===== src/rtl/uart_bus_ctrl_pkg.sv =====
// Shared constants for the UART bus controller: register map, TX FSM encoding,
// CTRL/STAT bit positions and the transmitter busy timeout.
package uart_bus_ctrl_pkg;

   localparam logic [1:0] ADDR_TXD  = 2'd0;
   localparam logic [1:0] ADDR_RXD  = 2'd1;
   localparam logic [1:0] ADDR_CTRL = 2'd2;
   localparam logic [1:0] ADDR_STAT = 2'd3;

   typedef enum logic [1:0] {
      IDLE      = 2'd0,
      START     = 2'd1,
      WAIT_BUSY = 2'd2,
      WAIT_DONE = 2'd3
   } tx_state_t;

   localparam int CTRL_RX_IE    = 0;
   localparam int CTRL_TX_IE    = 1;
   localparam int CTRL_LOOPBACK = 2;

   localparam int STAT_RX_NONEMPTY = 0;
   localparam int STAT_TX_READY    = 1;
   localparam int STAT_OVERFLOW    = 2;
   localparam int STAT_RX_FULL     = 3;
   localparam int STAT_COUNT_LSB   = 8;

   localparam logic [3:0] TX_TIMEOUT = 4'd15;

endpackage


===== src/rtl/uart_rx_fifo.sv =====
// Synchronous byte FIFO for received UART data; a pop in the same cycle frees
// a slot so a push into a full FIFO is still accepted.
module uart_rx_fifo #(
   parameter int RX_DEPTH = 4,
   parameter int RX_AW    = 2
) (
   input  logic             sysclk,
   input  logic             reset,
   input  logic             push,
   input  logic             pop,
   input  logic [7:0]       din,
   output logic [7:0]       dout,
   output logic             full,
   output logic             empty,
   output logic [RX_AW:0]   count
);

   localparam logic [RX_AW:0] FULL_COUNT = (RX_AW+1)'(RX_DEPTH);

   logic [7:0]       mem [RX_DEPTH];
   logic [RX_AW-1:0] wr_ptr;
   logic [RX_AW-1:0] rd_ptr;
   logic             do_push;
   logic             do_pop;

   assign empty   = (count == '0);
   assign full    = (count == FULL_COUNT);
   assign do_pop  = pop && !empty;
   assign do_push = push && (!full || do_pop);
   assign dout    = mem[rd_ptr];

   always_ff @(posedge sysclk) begin
      if (do_push) mem[wr_ptr] <= din;
   end

   always_ff @(posedge sysclk or negedge reset) begin
      if (!reset) begin
         wr_ptr <= '0;
         rd_ptr <= '0;
         count  <= '0;
      end else begin
         if (do_push) wr_ptr <= wr_ptr + 1'b1;
         if (do_pop)  rd_ptr <= rd_ptr + 1'b1;
         case ({do_push, do_pop})
            2'b10:   count <= count + 1'b1;
            2'b01:   count <= count - 1'b1;
            default: count <= count;
         endcase
      end
   end

endmodule


===== src/rtl/uart_bus_ctrl.sv =====
// Memory-mapped UART controller: RX FIFO, single pending TX byte, CTRL/STAT
// registers and level irq. Define UART_LOOPBACK_EN to route TX bytes into the RX FIFO.
module uart_bus_ctrl
   import uart_bus_ctrl_pkg::*;
#(
   parameter int RX_DEPTH = 4,
   parameter int RX_AW    = 2
) (
   input  logic        sysclk,
   input  logic        reset,
   input  logic [1:0]  addr,
   input  logic        rd,
   input  logic        wr,
   input  logic [31:0] wdata,
   output logic [31:0] rdata,
   output logic        irq,
   input  logic        RX_STATUS,
   input  logic [7:0]  RX_DATA,
   output logic        TX_EN,
   output logic [7:0]  TX_DATA,
   input  logic        TX_STATUS
);

   tx_state_t        state, state_next;
   logic [3:0]       timer;
   logic             tx_pend, tx_done;
   logic [7:0]       tx_data_q;
   logic             overflow;
   logic             rx_ie, tx_ie, loopback;
   logic             fifo_push, fifo_pop, fifo_full, fifo_empty;
   logic [7:0]       fifo_din, fifo_dout;
   logic [RX_AW:0]   fifo_count;
   logic [31:0]      stat_word;
   logic             unused_wdata;

   assign unused_wdata = ^wdata[31:3];
   assign TX_DATA      = tx_data_q;
   assign fifo_pop     = rd && (addr == ADDR_RXD) && !fifo_empty;

`ifdef UART_LOOPBACK_EN
   assign fifo_push = loopback ? (state == START) : RX_STATUS;
   assign fifo_din  = loopback ? tx_data_q : RX_DATA;

   always_ff @(posedge sysclk or negedge reset) begin
      if (!reset)                          loopback <= 1'b0;
      else if (wr && addr == ADDR_CTRL)    loopback <= wdata[CTRL_LOOPBACK];
   end
`else
   assign fifo_push = RX_STATUS;
   assign fifo_din  = RX_DATA;
   assign loopback  = 1'b0;
`endif

   uart_rx_fifo #(.RX_DEPTH(RX_DEPTH), .RX_AW(RX_AW)) u_rx_fifo (
      .sysclk (sysclk),
      .reset  (reset),
      .push   (fifo_push),
      .pop    (fifo_pop),
      .din    (fifo_din),
      .dout   (fifo_dout),
      .full   (fifo_full),
      .empty  (fifo_empty),
      .count  (fifo_count)
   );

   always_comb begin
      state_next = state;
      TX_EN      = 1'b0;
      tx_done    = 1'b0;
      case (state)
         IDLE:      if (tx_pend && TX_STATUS) state_next = START;
         START: begin
            if (loopback) begin
               tx_done    = 1'b1;
               state_next = IDLE;
            end else begin
               TX_EN      = 1'b1;
               state_next = WAIT_BUSY;
            end
         end
         WAIT_BUSY: begin
            if (!TX_STATUS) begin
               state_next = WAIT_DONE;
            end else if (timer == '0) begin
               tx_done    = 1'b1;
               state_next = IDLE;
            end
         end
         WAIT_DONE: begin
            if (TX_STATUS) begin
               tx_done    = 1'b1;
               state_next = IDLE;
            end
         end
         default:   state_next = IDLE;
      endcase
   end

   // Timer counts the cycles spent in WAIT_BUSY; terminal count means the
   // transmitter never reported busy and the byte is assumed sent.
   always_ff @(posedge sysclk or negedge reset) begin
      if (!reset) begin
         state <= IDLE;
         timer <= '0;
      end else begin
         state <= state_next;
         if (state == START)                         timer <= TX_TIMEOUT - 4'd1;
         else if (state == WAIT_BUSY && timer != '0) timer <= timer - 4'd1;
      end
   end

   always_ff @(posedge sysclk or negedge reset) begin
      if (!reset) begin
         tx_pend   <= 1'b0;
         tx_data_q <= '0;
         rx_ie     <= 1'b0;
         tx_ie     <= 1'b0;
         overflow  <= 1'b0;
      end else begin
         if (wr && addr == ADDR_TXD && !tx_pend) begin
            tx_data_q <= wdata[7:0];
            tx_pend   <= 1'b1;
         end else if (tx_done) begin
            tx_pend   <= 1'b0;
         end
         if (wr && addr == ADDR_CTRL) begin
            rx_ie <= wdata[CTRL_RX_IE];
            tx_ie <= wdata[CTRL_TX_IE];
         end
         if (fifo_push && fifo_full && !fifo_pop)
            overflow <= 1'b1;
         else if (wr && addr == ADDR_STAT && wdata[STAT_OVERFLOW])
            overflow <= 1'b0;
      end
   end

   always_comb begin
      stat_word                                  = '0;
      stat_word[STAT_RX_NONEMPTY]                = !fifo_empty;
      stat_word[STAT_TX_READY]                   = !tx_pend;
      stat_word[STAT_OVERFLOW]                   = overflow;
      stat_word[STAT_RX_FULL]                    = fifo_full;
      stat_word[STAT_COUNT_LSB +: RX_AW+1]       = fifo_count;
   end

   always_ff @(posedge sysclk or negedge reset) begin
      if (!reset) begin
         rdata <= '0;
         irq   <= 1'b0;
      end else begin
         irq <= (rx_ie && !fifo_empty) || (tx_ie && !tx_pend);
         if (rd) begin
            case (addr)
               ADDR_TXD:  rdata <= {24'b0, tx_data_q};
               ADDR_RXD:  rdata <= fifo_empty ? 32'b0 : {24'b0, fifo_dout};
               ADDR_CTRL: rdata <= {29'b0, loopback, tx_ie, rx_ie};
               default:   rdata <= stat_word;
            endcase
         end
      end
   end

endmodule


===== config.mk =====
export PLATFORM = sky130hd
export DESIGN_NAME = uart_bus_ctrl
export DESIGN_NICKNAME = d
export VERILOG_FILES = /design/src/rtl/uart_bus_ctrl_pkg.sv /design/src/rtl/uart_rx_fifo.sv /design/src/rtl/uart_bus_ctrl.sv
export SDC_FILE = /design/constraint.sdc
export NUM_CORES = 1
export LEC_CHECK = 0
export ABC_AREA = 1
export BUFFER_PORTS_ARGS = -buffer_cell sky130_fd_sc_hd__buf_2
export CELL_PAD_IN_SITES_DETAIL_PLACEMENT = 0
export CELL_PAD_IN_SITES_GLOBAL_PLACEMENT = 1
export CORE_MARGIN = 8
export CORE_UTILIZATION = 25
export CTS_BUF_LIST = sky130_fd_sc_hd__clkbuf_4
export DETAILED_ROUTE_END_ITERATION = 12
export PLACE_DENSITY_LB_ADDON = 0.05
export SETUP_SLACK_MARGIN = 0.2
export SYNTH_ARGS = -nofsm -noshare
export SYNTH_HDL_FRONTEND = slang
export SYNTH_HIERARCHICAL = 1
export SYNTH_SLANG_ARGS = --single-unit
export TNS_END_PERCENT = 100

===== constraint.sdc =====
create_clock -name sysclk -period 2.9 [get_ports sysclk]
set_input_delay 0.29 -clock sysclk [delete_from_list [all_inputs] [get_ports sysclk]]
set_output_delay 0.29 -clock sysclk [all_outputs]
set_load 0.02 [all_outputs]

Word-level counts from Yosys, hierarchy flattened
Memory sizes are Yosys's and may differ from the RTL's.
Cells that the tools add are included.
{ "word_totals": {"regBits": 58, "latch_bits": 0, "ramBits": 32, "mem_bits_ro": 0, "in_bits": 48, "word_cells": 82, "mem_count": 1} }
{ "memory_table": {"columns": ["name", "depth", "word_bits", "rd", "rd_ports_with_merged_regs", "write_ports", "line_no", "text"], "rows": [
  ["u_rx_fifo.mem", 4, 8, 1, 0, 1, "uart_rx_fifo.sv:20", "logic [7:0] mem [RX_DEPTH];"]
]} }
{ "classes": {"add_sub_neg": 5, "mul": 0, "div": 0, "magnitude_cmp": 0, "n_eq_ne": 12, "shifts": 0, "mux": 21, "n_bitwise": 0, "n_reduce_logical": 31} }
{ "op_table": {"columns": ["cell", "n"], "rows": [
  ["11-bit one-hot mux with 3 select lines", 1],
  ["1-bit logical AND", 15],
  ["2-bit == test, second input constant", 5],
  ["1-bit two-way mux", 10],
  ["2-bit two-way mux", 4],
  ["4-bit two-way mux", 2],
  ["8-bit two-way mux", 1],
  ["2-bit one-hot mux with 4 select lines", 1],
  ["2-bit nonzero test", 4],
  ["2-bit by 1-bit == test with 1-bit output, second input constant", 3],
  ["3-bit one-hot mux with 2 select lines", 1],
  ["2-bit by 1-bit adder with 2-bit output, second input constant", 2],
  ["1-bit logical NOT", 4],
  ["2-bit logical NOT", 2],
  ["4-bit logical NOT", 1],
  ["2-bit != test, second input constant", 2],
  ["4-bit nonzero test", 1],
  ["4-bit by 1-bit subtractor with 4-bit output, second input constant", 1],
  ["3-bit by 1-bit adder with 3-bit output, second input constant", 1],
  ["3-bit == test, second input constant", 1],
  ["3-bit logical NOT", 1],
  ["3-bit != test, second input constant", 1],
  ["3-bit AND reduction", 1],
  ["3-bit by 1-bit subtractor with 3-bit output, second input constant", 1],
  ["2 further kinds", 3]
]} }

Depth between registers and ports, before layout
{ "depth": {"ltp_word": 8, "depth_mapped": 17} }

Cells and area by module
The synthesis kept the hierarchy.
{ "by_module_without_submodules": {"columns": ["module", "n_inst", "cells_each", "area_per_inst_um2"], "rows": [
  ["uart_rx_fifo", 1, 148, 1715.4],
  ["uart_bus_ctrl", 1, 197, 1634.1]
]} }

Worst setup path after synthesis
No wires, ideal clock.
{ "synth_path": {"kind": "flip-flop to flip-flop", "startpoint": "reg u_rx_fifo.count[0]", "endpoint": "reg u_rx_fifo.count[1]", "t_arrival_ps": 2103, "setup_slack_ps": 714, "path_stages_with_launch": 14, "path_buffers": 0, "period_less_slack_ps": 2186, "path_cell_list": "dfrtp_1 -> nor2_2 -> nand2_1 -> inv_1 -> inv_1 -> nand2_1 -> nor3_4 -> inv_1 -> nand3_2 -> nand2_4 -> ha_1 -> inv_1 -> fa_1 -> o21ai_0"} }
{ "synth_via": {"elab_chain_cells": 8} }
{ "synth_lines": {"columns": ["element", "line_no", "text"], "rows": [
  ["from (decl)", "uart_rx_fifo.sv:15", "output logic [RX_AW:0] count"],
  ["from (signal assigned)", "uart_rx_fifo.sv:45", "2'b10: count <= count + 1'b1;"],
  ["from (signal assigned)", "uart_rx_fifo.sv:46", "2'b01: count <= count - 1'b1;"],
  ["from (signal assigned)", "uart_rx_fifo.sv:47", "default: count <= count;"],
  ["3-bit logical NOT (*)", "uart_rx_fifo.sv:26", "assign empty = (count == '0);"],
  ["via fifo_empty", "uart_bus_ctrl.sv:30", "logic fifo_push, fifo_pop, fifo_full, fifo_empty;"],
  ["1-bit logical NOT (*)", "uart_bus_ctrl.sv:38", "assign fifo_pop = rd && (addr == ADDR_RXD) && !fifo_empty;"],
  ["1-bit logical AND (*)", "uart_bus_ctrl.sv:38", null],
  ["via fifo_pop", "uart_bus_ctrl.sv:30", null],
  ["1-bit logical AND (*)", "uart_rx_fifo.sv:28", "assign do_pop = pop && !empty;"],
  ["1-bit logical OR", "uart_rx_fifo.sv:29", "assign do_push = push && (!full || do_pop);"],
  ["1-bit logical AND", "uart_rx_fifo.sv:29", null],
  ["2-bit by 1-bit == test with 1-bit output or 2-bit == test (tied branches)", "uart_rx_fifo.sv:44", "case ({do_push, do_pop})"],
  ["3-bit one-hot mux with 2 select lines or 2-bit nonzero test (tied branches)", null, null]
]} }
The timed path passes the listed nets; every way through them passes the cells marked *.
A chain may end at the register's enable or synchronous reset.

Worst setup path in the final report
{ "layout_path": {"startpoint": "reg u_rx_fifo.count[0]", "endpoint": "reg u_rx_fifo.count[2]"} }
Same word-level chain as after synthesis.

==> reports/metrics.cfg <==
[sta]
post-route-period-util_pct=83.6
clock.fmax_mhz=413
period_needed_ns=2.42
max_slew.worst_pin.slew_ns=0.939
setup_viol=0
slew_violations=0
finalHoldViolCount=0
rsz0062_at_grt=false
fin_setup_tns_ns=0
relSlewSlack_pct=37.4
fin_skew_ns=0.0249

[min_path]
hold_path_end=TX_DATA[4]
hold-path-cell-count=3
min_path_type=input port to flip-flop
min-delay-start=wdata[4]

[drt]
drt_pre_antenna_iters=4
final_antenna_net_count=0
drt_iter0_markers=100
num_vias=2285
wire_per_inst_um=13.6
drc_errors=0
wl_um=7840
via_per_inst=3.95

[final_layout]
instances_no_fill=578
layout.nets=453
n_antenna_cell=0
drive_gt1_share_pct=20.6
areaGrowthSynthToFinish_pct=13.5

[clocking]
cts_buffers=9
root_buffer=clkbuf_4
h-tree-depth=3
cts_tree=done
cts_hold_buf=1
clockBufferDepth=2
clk_pin_slew_ns=0.13
postCtsSetupBuffers=0
cts_sinks=69
clk_latency_ns=0.43
cts_resized=0

[critical_path]
r2r_start=u_rx_fifo/count[0]
cp_max_fo=7
crit_buf_inv=4
crit_arrival_ns=2.75
reg2reg_to=u_rx_fifo/count[2]
cp_cell_sequence=nor2_2 -> nand2_1 -> inv_1 -> inv_1 -> nand2_1 -> nor3_4 -> inv_1 -> nand3_2 -> nand2_4 -> ha_1 -> inv_1 -> fa_1 -> nand2_1 -> nand3_1 -> nand2_1 -> nand2_1
crit_top_cell=nand2_1
cp.required_ns=3.22
max_stage_delay_ns=0.46
crit_type=flip-flop to flip-flop
end_kind=flip-flop
cp_slowest_cell=dfrtp_1
critPathLaunchType=flip-flop
r2r_slack_ns=0.48
cp_top_family=simple AND/OR/NAND/NOR gates
reg2reg_depth=16

[logic_synthesis]
syn_inst=345
yosysUniqueCellTypes=32
yosysWarnings=6
yosysMostFrequentCell=nand2_1
synth_seq_cells=69
synthFlopType=dfrtp_1
avgSynthCellArea_um2=9.71
synth_common_cells=73 x nand2_1, 39 x nor2_1, 37 x dfrtp_1, 35 x inv_1, 32 x edfxtp_1
netlist.area_leader.share_pct=28.7
synth-edff-count=32
synthTopCellsByArea=edfxtp_1 29%, dfrtp_1 28%, nand2_1 8.2%
yosysTopAreaCell=edfxtp_1
synth-async-reset-ratio_pct=53.6
netlist_area_um2=3350
yosysSeqAreaShare_pct=56.3

[power]
total_leakage_power_nw=1.78
p_per_area_nw_per_um2=899
ir_worst_vdd_mv=0.221

[grt]
antenna_found_initial=0
gr-usage-all-layers_pct=9.61
grt_pass1_vias=2311
grt_max_degree=38
grt_pass1_wl_um=12900
gr-total-overflow=0

[place]
gp_congestion=0.666
dp_cells=562
dp_hpwl_um=5730
io_buffers=44

[floorplanning]
start_util_pct=25.4
fp.dieArea_um2=17400
die_h_um=132
die_w_um=132
ios=90
core_um2=13200
num_rows=42

[run_status]
status=finished clean

[flow_run]
drv_cap=0

==> stage by stage <==
| stage | hold WS, ns | utilization, % | setup slack [ns] | power [mW] | cell area, µm² |
|---|---|---|---|---|---|
| 6_report | 0.0798 | 28.8 | 0.476 | 3.42 | 3800 |
| 5_1_grt | 0.0309 | 28.8 | 0.254 | 3.74 | 3800 |
| 4_1_cts | 0.0334 | 28.8 | 0.450 | 3.51 | 3800 |
| 3_5_place_dp | 0.461 | 27.8 | 0.460 | 2.87 | 3660 |
| 3_3_place_gp | 0.462 | 27.8 | 0.474 | 2.88 | 3660 |
| 2_1_floorplan | -0.00559 | - | 0.714 | 2.51 | 3420 |
==> tightest hold or removal path, delay by kind of cell <==
kind	cells	cell delay, ns
buffers and inverters	2	0.15
AOI/OAI and AO/OA	1	0.05
==> worst max path at each step <==
stage / start / end / slack [ns] / cells past startpoint
6_report: u_rx_fifo/count[0] / u_rx_fifo/count[2] / 0.48 / 16
5_1_grt: u_rx_fifo/count[0] / u_rx_fifo/count[2] / 0.25 / 16
4_1_cts: u_rx_fifo/count[0] / u_rx_fifo/count[2] / 0.45 / 16
3_5_place_dp: u_rx_fifo/count[0] / u_rx_fifo/count[2] / 0.46 / 16
3_3_place_gp: u_rx_fifo/count[0] / u_rx_fifo/count[2] / 0.47 / 16
2_1_floorplan: u_rx_fifo/count[0] / u_rx_fifo/count[1] / 0.71 / 13
==> sequential cells by signal, summed over array words and instances (netlist names) <==
| name | cells |
|---|---|
| rx_ie | 1 |
| TX_DATA | 8 |
| state | 2 |
| u_rx_fifo/rd_ptr | 2 |
| irq | 1 |
| tx_pend | 1 |
| u_rx_fifo/wr_ptr | 2 |
| overflow | 1 |
| u_rx_fifo/count | 3 |
| rdata | 11 |
| tx_ie | 1 |
| timer | 4 |
| u_rx_fifo/mem | 32 |
==> cells in the final DEF, fill, tap and decap left out, types with 2 or more instances in the layout <==
cell type / count
nand2_1: 73
buf_2: 44
nor2_1: 39
dfrtp_1: 37
inv_1: 35
edfxtp_1: 32
nand3_1: 27
o21ai_0: 22
conb_1: 21
o21ai_1: 16
clkbuf_4: 10
o21ai_2: 8
buf_4: 7
ha_1: 6
nand2_2: 2
a21oi_1: 2
clkinv_2: 2
==> cell type report <==
class / instances / area (µm²)
inverter: 37 / 146
timing repair buffer: 52 / 283
sequential: 69 / 1890
tap: 176 / 220
clock buffer: 10 / 75.1
fill: 1441 / 9390
multi-input combinational: 229 / 1140
clock inverter: 5 / 52.6
==> logic make-up after synthesis <==
group | Yosys count | share of synthesized area (%)
XOR/XNOR | 1 | 0.262
other | 1 | 0.112
flip-flops | 69 | 56.3
AND/OR/NAND/NOR | 149 | 19.7
AO/OA/AOI/OAI | 51 | 8.78
adder cells (fa/ha/maj) | 7 | 2.84
buffers and inverters | 67 | 12.0
==> metal layers <==
metal | global-route usage [%] | share of wire, %
met5 | 0 | 0
met4 | 4.98 | 1.8
met3 | 3.28 | 4.7
met2 | 14.5 | 45
met1 | 11.9 | 49
==> report_power, final <==
part / switching, mW / internal (mW)
logic: 0.835 / 0.437
clock network: 0.344 / 0.264
registers: 0.211 / 1.33
Power figures use the tool's default switching activity.
